`src/rtl/fft_stage_sequencer.sv`:
```
// Radix-2 DIT in-place FFT stage sequencer: walks stages and butterflies, issues
// registered (top, bot, twiddle) commands over a valid/ready link, drains the pipe between stages.
module fft_stage_sequencer #(
    parameter int PIPE_LAT  = 4,
    parameter int ROM_DEPTH = 4096
) (
    input  logic                           clk,
    input  logic                           rst_n,
    input  logic                           start,
    input  logic [3:0]                     n_log2,
    output logic                           busy,
    output logic                           done,
    output logic                           err,
    output logic                           bf_valid,
    input  logic                           bf_ready,
    output logic [$clog2(ROM_DEPTH)-1:0]   bf_top,
    output logic [$clog2(ROM_DEPTH)-1:0]   bf_bot,
    output logic [$clog2(ROM_DEPTH)-1:0]   tw_addr,
    output logic [3:0]                     bf_stage,
    output logic                           bf_last
);

    localparam int AW = $clog2(ROM_DEPTH);
    localparam logic [AW-1:0] ONE        = AW'(1);
    localparam logic [3:0]    TW_SHIFT   = 4'(AW - 1);
    localparam logic [3:0]    MAX_LOG2   = 4'(AW);
    localparam logic [3:0]    DRAIN_INIT = 4'(PIPE_LAT);

    // Handshake: a command transfers on a rising edge where bf_valid and bf_ready are
    // both 1; while bf_valid=1 and bf_ready=0 every bf_* output holds its value.

    typedef enum logic [1:0] {IDLE, ISSUE, DRAIN, DONE} state_t;

    state_t        state, state_next;
    logic [3:0]    len_log2, len_log2_next;
    logic [3:0]    stage, stage_next;
    logic [AW-1:0] b, b_next;
    logic [3:0]    drain_cnt, drain_cnt_next;
    logic          busy_next, done_next, err_next, bf_valid_next, bf_last_next;
    logic [AW-1:0] bf_top_next, bf_bot_next, tw_addr_next;
    logic [3:0]    bf_stage_next;
    logic          load;
    logic [3:0]    cmd_stage;
    logic [AW-1:0] cmd_b;
    logic [AW-1:0] half_m1;

    function automatic logic [AW-1:0] calc_top(input logic [3:0] s, input logic [AW-1:0] bi);
        logic [AW-1:0] j;
        j = bi & ((ONE << s) - ONE);
        return ((bi >> s) << (s + 4'd1)) | j;
    endfunction

    function automatic logic [AW-1:0] calc_tw(input logic [3:0] s, input logic [AW-1:0] bi);
        logic [AW-1:0] j;
        j = bi & ((ONE << s) - ONE);
        return j << (TW_SHIFT - s);
    endfunction

    always_comb begin
        state_next     = state;
        len_log2_next  = len_log2;
        stage_next     = stage;
        b_next         = b;
        drain_cnt_next = drain_cnt;
        busy_next      = busy;
        done_next      = 1'b0;
        err_next       = 1'b0;
        bf_valid_next  = bf_valid;
        bf_top_next    = bf_top;
        bf_bot_next    = bf_bot;
        tw_addr_next   = tw_addr;
        bf_stage_next  = bf_stage;
        bf_last_next   = bf_last;
        load           = 1'b0;
        cmd_stage      = stage;
        cmd_b          = b;
        half_m1        = '0;

        case (state)
            IDLE: begin
                if (start) begin
                    if (n_log2 != 4'd0 && n_log2 <= MAX_LOG2) begin
                        state_next    = ISSUE;
                        len_log2_next = n_log2;
                        stage_next    = 4'd0;
                        b_next        = '0;
                        busy_next     = 1'b1;
                        bf_valid_next = 1'b1;
                        load          = 1'b1;
                        cmd_stage     = 4'd0;
                        cmd_b         = '0;
                    end else begin
                        err_next = 1'b1;
                    end
                end
            end
            ISSUE: begin
                if (bf_ready) begin
                    if (bf_last) begin
                        state_next     = DRAIN;
                        bf_valid_next  = 1'b0;
                        drain_cnt_next = DRAIN_INIT;
                    end else begin
                        b_next    = b + ONE;
                        load      = 1'b1;
                        cmd_stage = stage;
                        cmd_b     = b + ONE;
                    end
                end
            end
            DRAIN: begin
                if (drain_cnt == 4'd0) begin
                    if (stage < len_log2 - 4'd1) begin
                        state_next    = ISSUE;
                        stage_next    = stage + 4'd1;
                        b_next        = '0;
                        bf_valid_next = 1'b1;
                        load          = 1'b1;
                        cmd_stage     = stage + 4'd1;
                        cmd_b         = '0;
                    end else begin
                        state_next = DONE;
                        busy_next  = 1'b0;
                        done_next  = 1'b1;
                    end
                end else begin
                    drain_cnt_next = drain_cnt - 4'd1;
                end
            end
            DONE: begin
                state_next = IDLE;
                busy_next  = 1'b0;
            end
            default: begin
                state_next = IDLE;
                busy_next  = 1'b0;
            end
        endcase

        // The last butterfly of a stage is b == N/2-1, with N taken from the run being loaded.
        half_m1 = (ONE << (len_log2_next - 4'd1)) - ONE;
        if (load) begin
            bf_top_next   = calc_top(cmd_stage, cmd_b);
            bf_bot_next   = calc_top(cmd_stage, cmd_b) + (ONE << cmd_stage);
            tw_addr_next  = calc_tw(cmd_stage, cmd_b);
            bf_stage_next = cmd_stage;
            bf_last_next  = (cmd_b == half_m1);
        end
    end

    always_ff @(posedge clk or negedge rst_n) begin
        if (!rst_n) begin
            state     <= IDLE;
            len_log2  <= 4'd0;
            stage     <= 4'd0;
            b         <= '0;
            drain_cnt <= 4'd0;
            busy      <= 1'b0;
            done      <= 1'b0;
            err       <= 1'b0;
            bf_valid  <= 1'b0;
            bf_top    <= '0;
            bf_bot    <= '0;
            tw_addr   <= '0;
            bf_stage  <= 4'd0;
            bf_last   <= 1'b0;
        end else begin
            state     <= state_next;
            len_log2  <= len_log2_next;
            stage     <= stage_next;
            b         <= b_next;
            drain_cnt <= drain_cnt_next;
            busy      <= busy_next;
            done      <= done_next;
            err       <= err_next;
            bf_valid  <= bf_valid_next;
            bf_top    <= bf_top_next;
            bf_bot    <= bf_bot_next;
            tw_addr   <= tw_addr_next;
            bf_stage  <= bf_stage_next;
            bf_last   <= bf_last_next;
        end
    end

endmodule

```
`config.mk`:
```
export PLATFORM = sky130hd
export DESIGN_NAME = fft_stage_sequencer
export DESIGN_NICKNAME = d
export VERILOG_FILES = /design/src/rtl/fft_stage_sequencer.sv
export SDC_FILE = /design/constraint.sdc
export NUM_CORES = 1
export LEC_CHECK = 0
export ABC_CLOCK_PERIOD_IN_PS = 11120
export CORE_ASPECT_RATIO = 1.75
export CORE_MARGIN = 5
export CORE_UTILIZATION = 65
export DETAILED_ROUTE_END_ITERATION = 16
export PLACE_DENSITY = 0.9
export SLEW_MARGIN = 15
export SYNTH_ARGS = -nofsm -noshare
export SYNTH_HDL_FRONTEND = slang
export SYNTH_SLANG_ARGS = --single-unit
export TNS_END_PERCENT = 1
```
`constraint.sdc`:
```
create_clock -name clk -period 11.12 [get_ports clk]
set_input_delay 2.224 -clock clk [delete_from_list [all_inputs] [get_ports clk]]
set_output_delay 2.224 -clock clk [all_outputs]
set_load 0.005 [all_outputs]
```
==> results.toml <==
[run_status]
status = "finished clean"

[timing]
whs_ns = 0.469
worst_pin_slew_ns = 1.24
hold_viol_final = 0
rsz0062_at_grt = "false"
slew_headroom = 0.176
fmax_mhz = 118
tns_ns = 0
fin_crit_ns = 8.49
setup_viol = 0
fin_crit_sh = 0.763
slew_violations = 0
skew_ns = 0.00621

[place]
globalplace.congestion = 1.03
hpwl_microns = 16500
place_inst = 948
portBuffers = 52

[setup_path]
critPathArrivalTime_ns = 8.73
reg2reg_from = "len_log2[0]"
cp_slowest_stage_delay_ns = 0.65
crit_path_top_delay_cell = "or4_1"
rrSetupSlack_ns = 3.88
crit_path_cell_trace = "clkdlybuf4s50_1 > or4_1 > nand4_1 > nand3_1 > nand3_1 > buf_4 > inv_1 > buf_4 > nor2_1 > nand2_1 > xnor2_1 > nand2b_1 > o32ai_1 > ha_1 > a21o_1 > a21oi_1 > o21bai_1 > a21oi_1 > o21bai_1 > a21oi_1 > nand3_1 > a22o_1 > nor4b_1 > a211oi_1"
crit_required_ns = 11.36
crit_path_end_kind = "register"
cp_max_fo = 30
reg2reg_depth = 26
r2r_end = "bf_bot[11]"
crit_type = "in2reg"
crit_path_start_kind = "input port"

[synth]
yosys_warnings = 0
syn_area_per_cell_sq_um = 8.02
synthAdderAreaFrac = 0.0547
netlist_instances = 816
ys_ff_latch = 71
synth_cell_type_count = 87
seq_area_frac_synth = 0.271
syn_area_sq_um = 6550
synth_compound_area_frac = 0.261
synth_fp_nets = 852
async_flop_share = 1.00
synthMuxAreaShare = 0.0726
synthSimpleGateAreaFrac = 0.238
synthFlopType = "dfrtp_1"
synth_xor_area_frac = 0.0482
synth_top_family_by_area = "compound AO/OA/AOI/OAI gates"
synth-edff-count = 0

[grt]
antenna_found_initial = 0
grt_overflow = 0
grt_max_degree = 72
grt_pass1_vias = 6729
track_usage = 0.371
grt_pass1_wl_microns = 35400

[floorplanning]
die_area_sq_um = 12300
die_height_microns = 143
core_region_area_sq_um = 9850
io_pins = 53
start_util = 0.665
rows = 48
die_width_microns = 85.9

[clock_network]
clock-root-buffer = "clkbuf_16"
cts_resized = 0
clk_latency_ns = 0.34
cts_hold_buf = 0
tritoncts = "yes"
clk_pin_slew_ns = 0.06
cts_max_path_buffers = 2
post_cts_buffers = 0
cts_sinks = 71
cts_made_buffers = 9
cts_max_level = 3

[detailed_routing]
via_count = 6827
dr_wl_met2_microns = 11500
wl_per_cell_microns = 23.2
dr.max_layer_used = "met4"
wl_met3_microns = 1490
drc = 0
drtAntennaViolNets = 0
wl_met1_microns = 7610
post_drt_via_cell_ratio = 7.08
drt_iter0_drc = 623
firstDrtPassIters = 6
drt-total-wl_microns = 22300

[layout]
final_nets = 870
final_common_cell = "nor2_1"
antenna_cells = 0
drive_above_1_share = 0.0918
syn_to_final_growth_pct = 12.2
layout_common_cells = "nor2_1, dfrtp_1, nand2_1"
fin_cells = 964

[power]
power_density_nw_per_um2 = 218
vdd_drop_max_mv = 0.207
p_leak_uw = 0.00302

[min_path]
hp-start = "bf_bot[0]"
hold_path.class = "reg2reg"
whs_endpoint = "bf_bot[0]"
min_path_cells = 2

[run]
drv_cap = 0
Yosys cell counts (5+ instances only):
library cell | number | area (sq um)
nand3_1 | 35 | 175
dfrtp_1 | 71 | 1780
buf_1 | 9 | 33.8
mux2i_1 | 18 | 180
inv_1 | 23 | 86.3
a31oi_1 | 18 | 113
nand4b_1 | 5 | 43.8
and2_1 | 13 | 81.3
nor2_1 | 86 | 323
mux2_2 | 16 | 180
nor4_1 | 13 | 81.3
nand2b_1 | 8 | 50.1
and3_1 | 15 | 93.8
xor2_1 | 9 | 78.8
buf_2 | 8 | 40.0
a211oi_1 | 15 | 113
ha_1 | 27 | 338
a21o_1 | 7 | 52.6
nand4_1 | 13 | 81.3
or3_1 | 6 | 37.5
nand2_1 | 70 | 263
a21oi_1 | 49 | 245
o21a_1 | 5 | 37.5
nor3_1 | 25 | 125
o21ai_0 | 48 | 240
xnor2_1 | 27 | 236
o211ai_1 | 15 | 113
clkbuf_1 | 36 | 135
o21ai_1 | 5 | 25.0
logic make-up (layout without fill, tap and decap cells):
group                      count (synthesis)  after routing
AOI/OAI and AO/OA                        241            241
DFF                                       71             71
xor gates and xnor gates                  36             36
buffers and inverters                     85            108
and+or+nand+nor                          313            313
muxes                                     42             42
adders and majority gates                 28             28
worst max-delay path: cells and delay by family:
kind	cells	cell delay, ns
AOI/OAI and AO/OA	9	2.30
and+or+nand+nor	9	2.13
buffers and inverters	4	1.16
xor gates and xnor gates	1	0.55
adders and majority gates	1	0.33
where the power goes:
part	switching, uW	total (uW)	internal (uW)
logic	555	954	398
clock network	113	264	151
registers	62.7	387	324
area by class of cell:
cell class / count / area (sq um)
fillers: 764 / 2500
inverters: 29 / 111
repair buffers: 63 / 598
multi-input cells: 660 / 4440
flip-flops and latches: 71 / 1780
clock buffers: 11 / 233
well taps: 125 / 156
clock inverters: 5 / 35.0
per-layer routing:
| metal | global-route usage | vias to the layer above |
|---|---|---|
| met5 | 0 | - |
| met4 | 0.248 | 0 |
| met3 | 0.0681 | 126 |
| met2 | 0.662 | 406 |
| met1 | 0.389 | 3232 |
| li1 | - | 3063 |
sequential cells by signal (all words and copies together) (netlist names):
signal and count:
bf_top 12, tw_addr 12, b 12, bf_last 1
drain_cnt 4, busy 1, err 1, bf_valid 1
state 2, bf_bot 12, len_log2 4, bf_stage 4
stage 4, done 1
worst max-delay path by stage:
stage | start | end | depth (start not counted) | slack [ns]
floorplan | n_log2[0] | bf_bot[11] | 24 | 3.39
CTS | n_log2[0] | bf_bot[11] | 24 | 2.77
detailed placement | n_log2[0] | bf_bot[11] | 24 | 2.44
finish | n_log2[0] | bf_bot[11] | 24 | 2.63
global route | n_log2[0] | bf_bot[11] | 24 | 2.28
global placement | n_log2[0] | bf_bot[11] | 24 | 2.68
through the flow:
stage	setup WS (ns)	area [sq um]	utilization	total power, uW
global placement	2.68	7080	0.719	1280
finish	2.63	7350	0.746	1600
CTS	2.77	7350	0.746	1590
global route	2.28	7350	0.746	1700
floorplan	3.39	6550	-	1020
detailed placement	2.44	7080	0.719	1320
(Power assumes the default switching activity.)
